[src/rtl/mux_arbiter_pkg.sv]
// Shared types and constants for the round-robin mux arbiter.
// Latency: n/a (types and constants only).
// Backpressure: n/a.
// Contents: the FSM state enum, a clog2 helper for the select width, and the default beat limit per grant.
package mux_arbiter_pkg;

    typedef enum logic {
        IDLE  = 1'b0,
        GRANT = 1'b1
    } state_t;

    localparam int DEFAULT_MAX_HOLD = 4;

    // Select width for n requesters; never below one bit.
    function automatic int clog2_n(input int n);
        return (n < 2) ? 1 : $clog2(n);
    endfunction

endpackage

[src/rtl/rr_pick.sv]
// Round-robin picker: returns the first set request at or after ptr, wrapping modulo N.
// Latency: purely combinational.
// Backpressure: none; the caller decides when the result is used.
// Ports: req[N] request vector, ptr start index; found = any request set, idx = chosen index.
module rr_pick
    import mux_arbiter_pkg::*;
#(
    parameter int N  = 4,
    parameter int PW = clog2_n(N)
) (
    input  logic [N-1:0]  req,
    input  logic [PW-1:0] ptr,
    output logic          found,
    output logic [PW-1:0] idx
);

    // One extra bit so ptr + k never overflows before the modulo-N fold.
    localparam logic [PW:0] N_EXT = (PW+1)'(N);

    logic [PW:0] cand;

    // Walk the candidates from farthest to nearest so the nearest set bit wins.
    always_comb begin
        found = 1'b0;
        idx   = '0;
        cand  = '0;
        for (int k = N - 1; k >= 0; k--) begin
            cand = {1'b0, ptr} + (PW+1)'(k);
            if (cand >= N_EXT) begin
                cand = cand - N_EXT;
            end
            if (req[cand[PW-1:0]]) begin
                found = 1'b1;
                idx   = cand[PW-1:0];
            end
        end
    end

endmodule

[src/rtl/mux_arbiter.sv]
// Round-robin arbiter driving a shared W-bit mux to one valid/ready consumer.
// Latency: grant registered one edge after req is seen in IDLE; one IDLE bubble between grants.
// Backpressure: out_ready low stalls the beat; out_valid and data_out hold, beat count holds.
// Ports: clk, rst_n (sync, active-low), req[N], data_in[N*W], out_ready in;
//        gnt[N] (one-hot), sel, data_out[W], out_valid out.
// Optional: MUX_ARBITER_LOCK_EN adds lock[N]; while lock[sel] is high the MAX_HOLD
//           release is suppressed and only a dropped request ends the grant.
module mux_arbiter
    import mux_arbiter_pkg::*;
#(
    parameter int N        = 4,
    parameter int W        = 32,
    parameter int MAX_HOLD = DEFAULT_MAX_HOLD
) (
    input  logic                  clk,
    input  logic                  rst_n,
    input  logic [N-1:0]          req,
    input  logic [N*W-1:0]        data_in,
`ifdef MUX_ARBITER_LOCK_EN
    input  logic [N-1:0]          lock,
`endif
    input  logic                  out_ready,
    output logic [N-1:0]          gnt,
    output logic [clog2_n(N)-1:0] sel,
    output logic [W-1:0]          data_out,
    output logic                  out_valid
);

    localparam int            SW        = clog2_n(N);
    localparam logic [7:0]    LAST_BEAT = 8'(MAX_HOLD - 1);
    localparam logic [SW-1:0] LAST_IDX  = SW'(N - 1);

    state_t        state_q, state_d;
    logic [SW-1:0] ptr_q, ptr_d;
    logic [SW-1:0] sel_q, sel_d;
    logic [N-1:0]  gnt_q, gnt_d;
    logic [7:0]    cnt_q, cnt_d;

    logic          pick_found;
    logic [SW-1:0] pick_idx;
    logic          beat;
    logic          locked;
    logic          release_now;
    logic [W-1:0]  words [N];

    for (genvar i = 0; i < N; i++) begin : g_words
        assign words[i] = data_in[i*W +: W];
    end

    rr_pick #(
        .N  (N),
        .PW (SW)
    ) u_pick (
        .req   (req),
        .ptr   (ptr_q),
        .found (pick_found),
        .idx   (pick_idx)
    );

`ifdef MUX_ARBITER_LOCK_EN
    assign locked = lock[sel_q];
`else
    assign locked = 1'b0;
`endif

    // Valid follows the live request of the granted requester, so a dropped
    // request stops beats immediately, before the registered release.
    assign out_valid = (state_q == GRANT) && req[sel_q];
    assign data_out  = out_valid ? words[sel_q] : '0;
    assign gnt       = gnt_q;
    assign sel       = sel_q;
    assign beat      = out_valid && out_ready;

    always_comb begin
        state_d     = state_q;
        ptr_d       = ptr_q;
        sel_d       = sel_q;
        gnt_d       = gnt_q;
        cnt_d       = cnt_q;
        release_now = 1'b0;
        case (state_q)
            IDLE: begin
                if (pick_found) begin
                    sel_d   = pick_idx;
                    gnt_d   = N'(1) << pick_idx;
                    cnt_d   = '0;
                    state_d = GRANT;
                end
            end
            GRANT: begin
                // Saturate at the last beat index; only the locked case ever sits there.
                if (beat && (cnt_q != LAST_BEAT)) begin
                    cnt_d = cnt_q + 8'd1;
                end
                release_now = !req[sel_q] || (beat && (cnt_q == LAST_BEAT) && !locked);
                if (release_now) begin
                    gnt_d   = '0;
                    // The departing requester becomes lowest priority next time.
                    ptr_d   = (sel_q == LAST_IDX) ? '0 : sel_q + SW'(1);
                    state_d = IDLE;
                end
            end
            default: begin
                state_d = IDLE;
            end
        endcase
    end

    always_ff @(posedge clk) begin
        if (!rst_n) begin
            state_q <= IDLE;
            ptr_q   <= '0;
            sel_q   <= '0;
            gnt_q   <= '0;
            cnt_q   <= '0;
        end else begin
            state_q <= state_d;
            ptr_q   <= ptr_d;
            sel_q   <= sel_d;
            gnt_q   <= gnt_d;
            cnt_q   <= cnt_d;
        end
    end

endmodule

[config.mk]
export PLATFORM = sky130hd
export DESIGN_NAME = mux_arbiter
export DESIGN_NICKNAME = d
export VERILOG_FILES = /design/src/rtl/mux_arbiter_pkg.sv /design/src/rtl/rr_pick.sv /design/src/rtl/mux_arbiter.sv
export SDC_FILE = /design/constraint.sdc
export NUM_CORES = 1
export LEC_CHECK = 0
export CORE_MARGIN = 2
export CORE_UTILIZATION = 34
export DETAILED_ROUTE_END_ITERATION = 8
export GPL_TIMING_DRIVEN = 1
export PLACE_DENSITY_LB_ADDON = 0.15
export SLEW_MARGIN = 20
export SYNTH_ARGS = -nofsm -noshare
export SYNTH_HDL_FRONTEND = slang
export SYNTH_HIERARCHICAL = 1
export SYNTH_SLANG_ARGS = --single-unit
[constraint.sdc]
create_clock -name clk -period 5.65 [get_ports clk]
set_input_delay 1.4125 -clock clk [delete_from_list [all_inputs] [get_ports clk]]
set_output_delay 1.4125 -clock clk [all_outputs]
set_load 0.02 [all_outputs]
=== After elaboration in Yosys (flattened, before gate mapping) ===
Cells that the tools add are included.

* Muxes and demuxes: 36
* Multipliers: 0
* Divide/modulo/power cells: 0
* Equal/unequal tests: 6
* Shift operators: 1
* Add/sub/neg operators: 9
* $lt $le $gt $ge: 10
* Reductions and logical operators: 10
* Bitwise logic cells: 2

{| class="wikitable"
|+ Operators with widths
! operator !! count
|-
| 32-bit 2-to-1 mux || 3
|-
| 32-bit binary-select mux with 2-bit select || 1
|-
| 2-bit 2-to-1 mux || 9
|-
| 8-bit 2-to-1 mux || 2
|-
| 8-bit one-hot mux with 2 select lines || 1
|-
| 2-bit by 3-bit < comparator with 1-bit output, second input constant || 5
|-
| 3-bit greater-or-equal comparator, second input constant || 4
|-
| 1-bit 2-to-1 mux || 11
|-
| 1-bit binary-select mux with 2-bit select || 5
|-
| 8-bit by 1-bit adder with 8-bit output, second input constant || 1
|-
| 8-bit by 2-bit == test with 1-bit output, second input constant || 1
|-
| 4-bit 2-to-1 mux || 2
|-
| 8-bit by 2-bit != test with 1-bit output, second input constant || 1
|-
| 4-bit one-hot mux with 2 select lines || 1
|-
| 2-bit AND reduction || 4
|-
| 2-bit by 1-bit subtractor with 2-bit output, second input constant || 4
|-
| 2-bit by 2-bit adder with 3-bit output, second input constant || 2
|-
| 1-bit logical AND || 4
|-
| 2-bit by 1-bit != test with 1-bit output, second input constant || 2
|-
| 1-bit by 2-bit << shifter with 4-bit output, first input constant || 1
|-
| 2-bit by 1-bit adder with 3-bit output, second input constant || 1
|-
| 2-bit by 3-bit greater-or-equal comparator with 1-bit output, second input constant || 1
|-
| 2-bit NOT with 3-bit output || 1
|-
| 2-bit by 1-bit adder with 2-bit output, second input constant || 1
|-
| other kinds (6) || 6
|}

* Flip-flop bits (word level): 17
* Bits in read-only memories: 0
* Memories kept: 0
* Word-level logic and storage cells: 79
* Memory bits (writable): 0
* Bits in latches: 0
* Input bits: 135

=== Longest topological paths before layout ===
* Word-level depth: 12
* Gate-level depth with buffers: 7

=== Cells and area by module ===
Netlist, hierarchy kept.

{| class="wikitable"
|+ Modules (own cells, without submodules)
! module !! area each (µm²) !! instances !! cells each
|-
| mux_arbiter || 1851.8 || 1 || 173
|-
| rr_pick || 77.6 || 1 || 13
|}

=== Worst setup path before layout ===
Ideal clock, no wire load.

* Path kind: input to output
* From: input req[3]
* To: output data_out[10]
* Stages: 4
* Arrival time: 2.445 ns
* Path slack: 1.792 ns
* Cells stage by stage: mux4_2 buf_2 clkbuf_1 and3_1

* Word-level cells in the longest chain between the ends: 4

{| class="wikitable"
|+ Ends and longest elaborated chain
! item !! line !! text
|-
| start, declared || mux_arbiter.sv:17 || <nowiki>input logic [N-1:0] req,</nowiki>
|-
| 1-bit binary-select mux with 2-bit select || mux_arbiter.sv:68 || <nowiki>assign out_valid = (state_q == GRANT) && req[sel_q];</nowiki>
|-
| 1-bit 2-to-1 mux (not written as such) || mux_arbiter.sv:68 ||
|-
| 1-bit logical AND || mux_arbiter.sv:68 ||
|-
| 32-bit 2-to-1 mux || mux_arbiter.sv:69 || <nowiki>assign data_out = out_valid ? words[sel_q] : '0;</nowiki>
|-
| end, declared || mux_arbiter.sv:25 || <nowiki>output logic [W-1:0] data_out,</nowiki>
|}

No other way between the ends. The select of a mux whose other input is x is not followed.

=== Worst setup path after layout ===
* From: input req[3]
* To: output data_out[18]

The elaborated chain is that of the path after synthesis.

==> key figures <==
Global route
  • Vias in the first global route: 2392
  • Initial antenna violation count: 0
  • GRT Util Overall: 0.2579
  • Pin count of the biggest net entering global routing: 43
  • Grt total ovfl: 0
  • First-pass GRT wire length: 12540 um

Synth
  • Synth top area cells: mux4_2 39%, dfxtp_1 18%, and3_1 11%
  • Synth Net Count: 323
  • Netlist cell types: 32
  • Mapped Area: 1929 um2
  • Synth top area share: 0.3852
  • Main synth FF type: dfxtp_1
  • Number of enable flip-flop cells after synthesis: 0
  • Commonest cells in the netlist: 33 x and3_1, 33 x mux4_2, 17 x dfxtp_1
  • Post-Syn Area per Cell: 10.37 um2
  • Synth Register Bits: 17
  • Synth Warn #: 6
  • Seq/Total Area, Yosys: 0.1764
  • Cells after Synth: 186
  • Synth area leader: mux4_2
  • Synth async-reset ratio: 0

Place
  • PortBufs: 173
  • GP Congestion: 0.8848
  • Post-DP HPWL: 6508 um
  • Worst slack at placement: 0.6759 ns

Clock tree
  • Latest clock arrival within the worst-skew pair: 0.25 ns
  • Hold_buf cts: 0
  • Clock transition at path regs: 0.06 ns
  • Post-CTS setup buffers: 0
  • H-Tree Depth: 1
  • CTS Sinks: 17
  • Clock Path Buffers: 2
  • Cts bufs inserted: 3
  • CTS root buffer: clkbuf_8
  • CTS tree: done
  • Post-cts gate resize count: 0

Setup path
  • Critical path required time: 4.24 ns
  • Largest delay contributor family on the critical path: buffers and inverters
  • Reg-to-reg startpoint: sel[0]
  • Most common cell on crit path: clkdlybuf4s50_1
  • Crit start category: primary input
  • Crit path max fanout: 39
  • FF-to-FF setup slack: 3.18 ns
  • Worst path bufs/invs: 2
  • Critical R2R Capture: cnt_q[1]
  • Crit path DAT: 3.57 ns
  • Critical path capture point type: output pin
  • WS Path Type: primary input to output pin
  • Critical Path Max Stage Delay: 0.81 ns
  • Slowest CP cell: mux4_2
  • Critical Path, Cell by Cell: clkdlybuf4s50_1 > mux4_2 > and3_1 > clkdlybuf4s50_1
  • R2R depth: 4

Finish
  • Antenna cell count: 0
  • Nets@finish: 484
  • Final design utilization: 0.6771
  • Area Growth Syn to Fin: 93.26%
  • # fillers: 454
  • Share of layout cells above drive strength 1: 0.1358

STA
  • Highest clock rate: 200.6 MHz
  • Setup ws final: 0.6642 ns
  • Final setup fails: 0
  • Worst Max-Slew Pin Slew: 0.7747 ns
  • Hold Slack: 0.4763 ns
  • Final Hold Fails: 0
  • RSZ-0062 raised after global routing: false
  • Tmin final: 4.986 ns
  • Rel. slew slack: 0.4835
  • Slew Limit Fails: 0
  • Sum of negative setup slack: 0 ns
  • Final clock skew: 0.005662 ns
  • Final Cycle Share: 0.8824

Hold path
  • Hold path cells: 2
  • Hold WC Path Type: flip-flop to flip-flop
  • Hold EP: gnt[3]
  • Hold_sp: gnt[3]

Drt
  • DRT antenna net count: 0
  • Wire per inst: 19.46 um
  • Via density: 5.352
  • Via Count: 2237
  • Starting DRC count in detailed routing: 63
  • Total wire length: 8135 um
  • DRC Markers: 0
  • First drt pass iteration count: 5

Die
  • Die X: 79.33 um
  • Die Footprint: 6293 um2
  • Die H: 79.33 um
  • Core Area: 5507 um2
  • Row cnt: 27
  • IO Pins: 174
  • Initial core utilization: 0.3504

Pwr
  • P_leak: 1.381 nW
  • Maximum vdd drop: 0.0001790 V
  • P per Cell Area: 135.5 nW/um2

Flow run
  • Max Cap Viol: 0

Run status
  • Status: finished clean
-- how the worst max path moves through the flow --
stage	from	to	slack [ns]	depth (start not counted)
after floorplan	req[3]	data_out[10]	1.79	4
after global placement	req[3]	data_out[8]	0.71	4
after detailed placement	req[3]	data_out[19]	0.68	4
after CTS	req[3]	data_out[19]	0.68	4
after global routing	req[3]	data_out[7]	0.58	4
final	req[3]	data_out[18]	0.66	4
-- kinds of logic after synthesis --
kind of cell | share of synthesized area
adder cells (fa/ha/maj) | 0.01297
AND/OR/NAND/NOR | 0.2730
flip-flops | 0.1764
buffers and inverters | 0.04410
multiplexers | 0.4222
AO/OA/AOI/OAI | 0.04864
XOR/XNOR | 0.02270
-- metal layers --
layer | global-route usage | part of all wire | vias up
met4 | 0.08621 | 0.029 | 0
met1 | 0.3005 | 0.41 | 1062
li1 | - | - | 1052
met3 | 0.06136 | 0.075 | 21
met5 | 0 | 0 | -
met2 | 0.4627 | 0.49 | 102
-- state kept, by name (all words and copies together) (netlist names) --
signal / flops
cnt_q: 8
gnt: 4
ptr_q: 2
sel: 2
state_q: 1
-- cell type report --
class / instances / area [um2] / area share
sequential: 17 / 342.8 / 0.09195
clock buffer: 4 / 45.04 / 0.01208
timing repair buffer: 175 / 1747 / 0.4685
tap: 72 / 90.09 / 0.02416
multi-input combinational: 150 / 1504 / 0.4034
-- per-stage QoR --
| stage | power [W] | instance area (um2) | instances |
|---|---|---|---|
| floorplan | 0.0002687 | 1929 | 186 |
| global placement | 0.0004147 | 3682 | 414 |
| detailed placement | 0.0004175 | 3682 | 414 |
| CTS | 0.0005096 | 3727 | 418 |
| global route | 0.0005322 | 3729 | 418 |
| finish | 0.0005054 | 3729 | 418 |
-- worst register-to-register path, stage by stage, from the launching register on --
cell and delay, ns:
dfxtp_2 0.84, mux4_2 0.91, and2_1 0.32, nand3b_1 0.14, mux2i_1 0.19
-- where the power goes --
| group | internal [W] | switching, W | leakage [nW] |
|---|---|---|---|
| logic | 0.000177 | 0.0000935 | 1.22 |
| clock network | 0.0000501 | 0.0000400 | 0.0228 |
| registers | 0.000126 | 0.0000195 | 0.139 |
| total | 0.000352 | 0.000153 | 1.38 |
-- cells in the final DEF (no fill, tap or decap) --
cell,instances
nor2b_1,1
and2_1,4
mux2i_1,6
a21bo_2,1
nand4_1,5
nor4_4,1
a211oi_1,1
and3_1,33
mux4_2,33
clkdlybuf4s50_1,173
nand2b_1,4
a211oi_2,1
mux2_2,1
nor3b_1,2
o21ai_0,4
clkbuf_1,1
xor2_1,5
or4b_4,1
a21boi_0,3
or3_1,1
a21oi_1,2
buf_4,2
a311o_2,1
dfxtp_2,2
clkbuf_8,3
nand3b_1,1
and4_1,1
nand3_1,7
nor2_1,11
ha_1,2
nand4b_1,2
dfxtp_1,15
nand2_1,15
and4_2,1
Note: power is estimated with default switching activity, not from simulation.
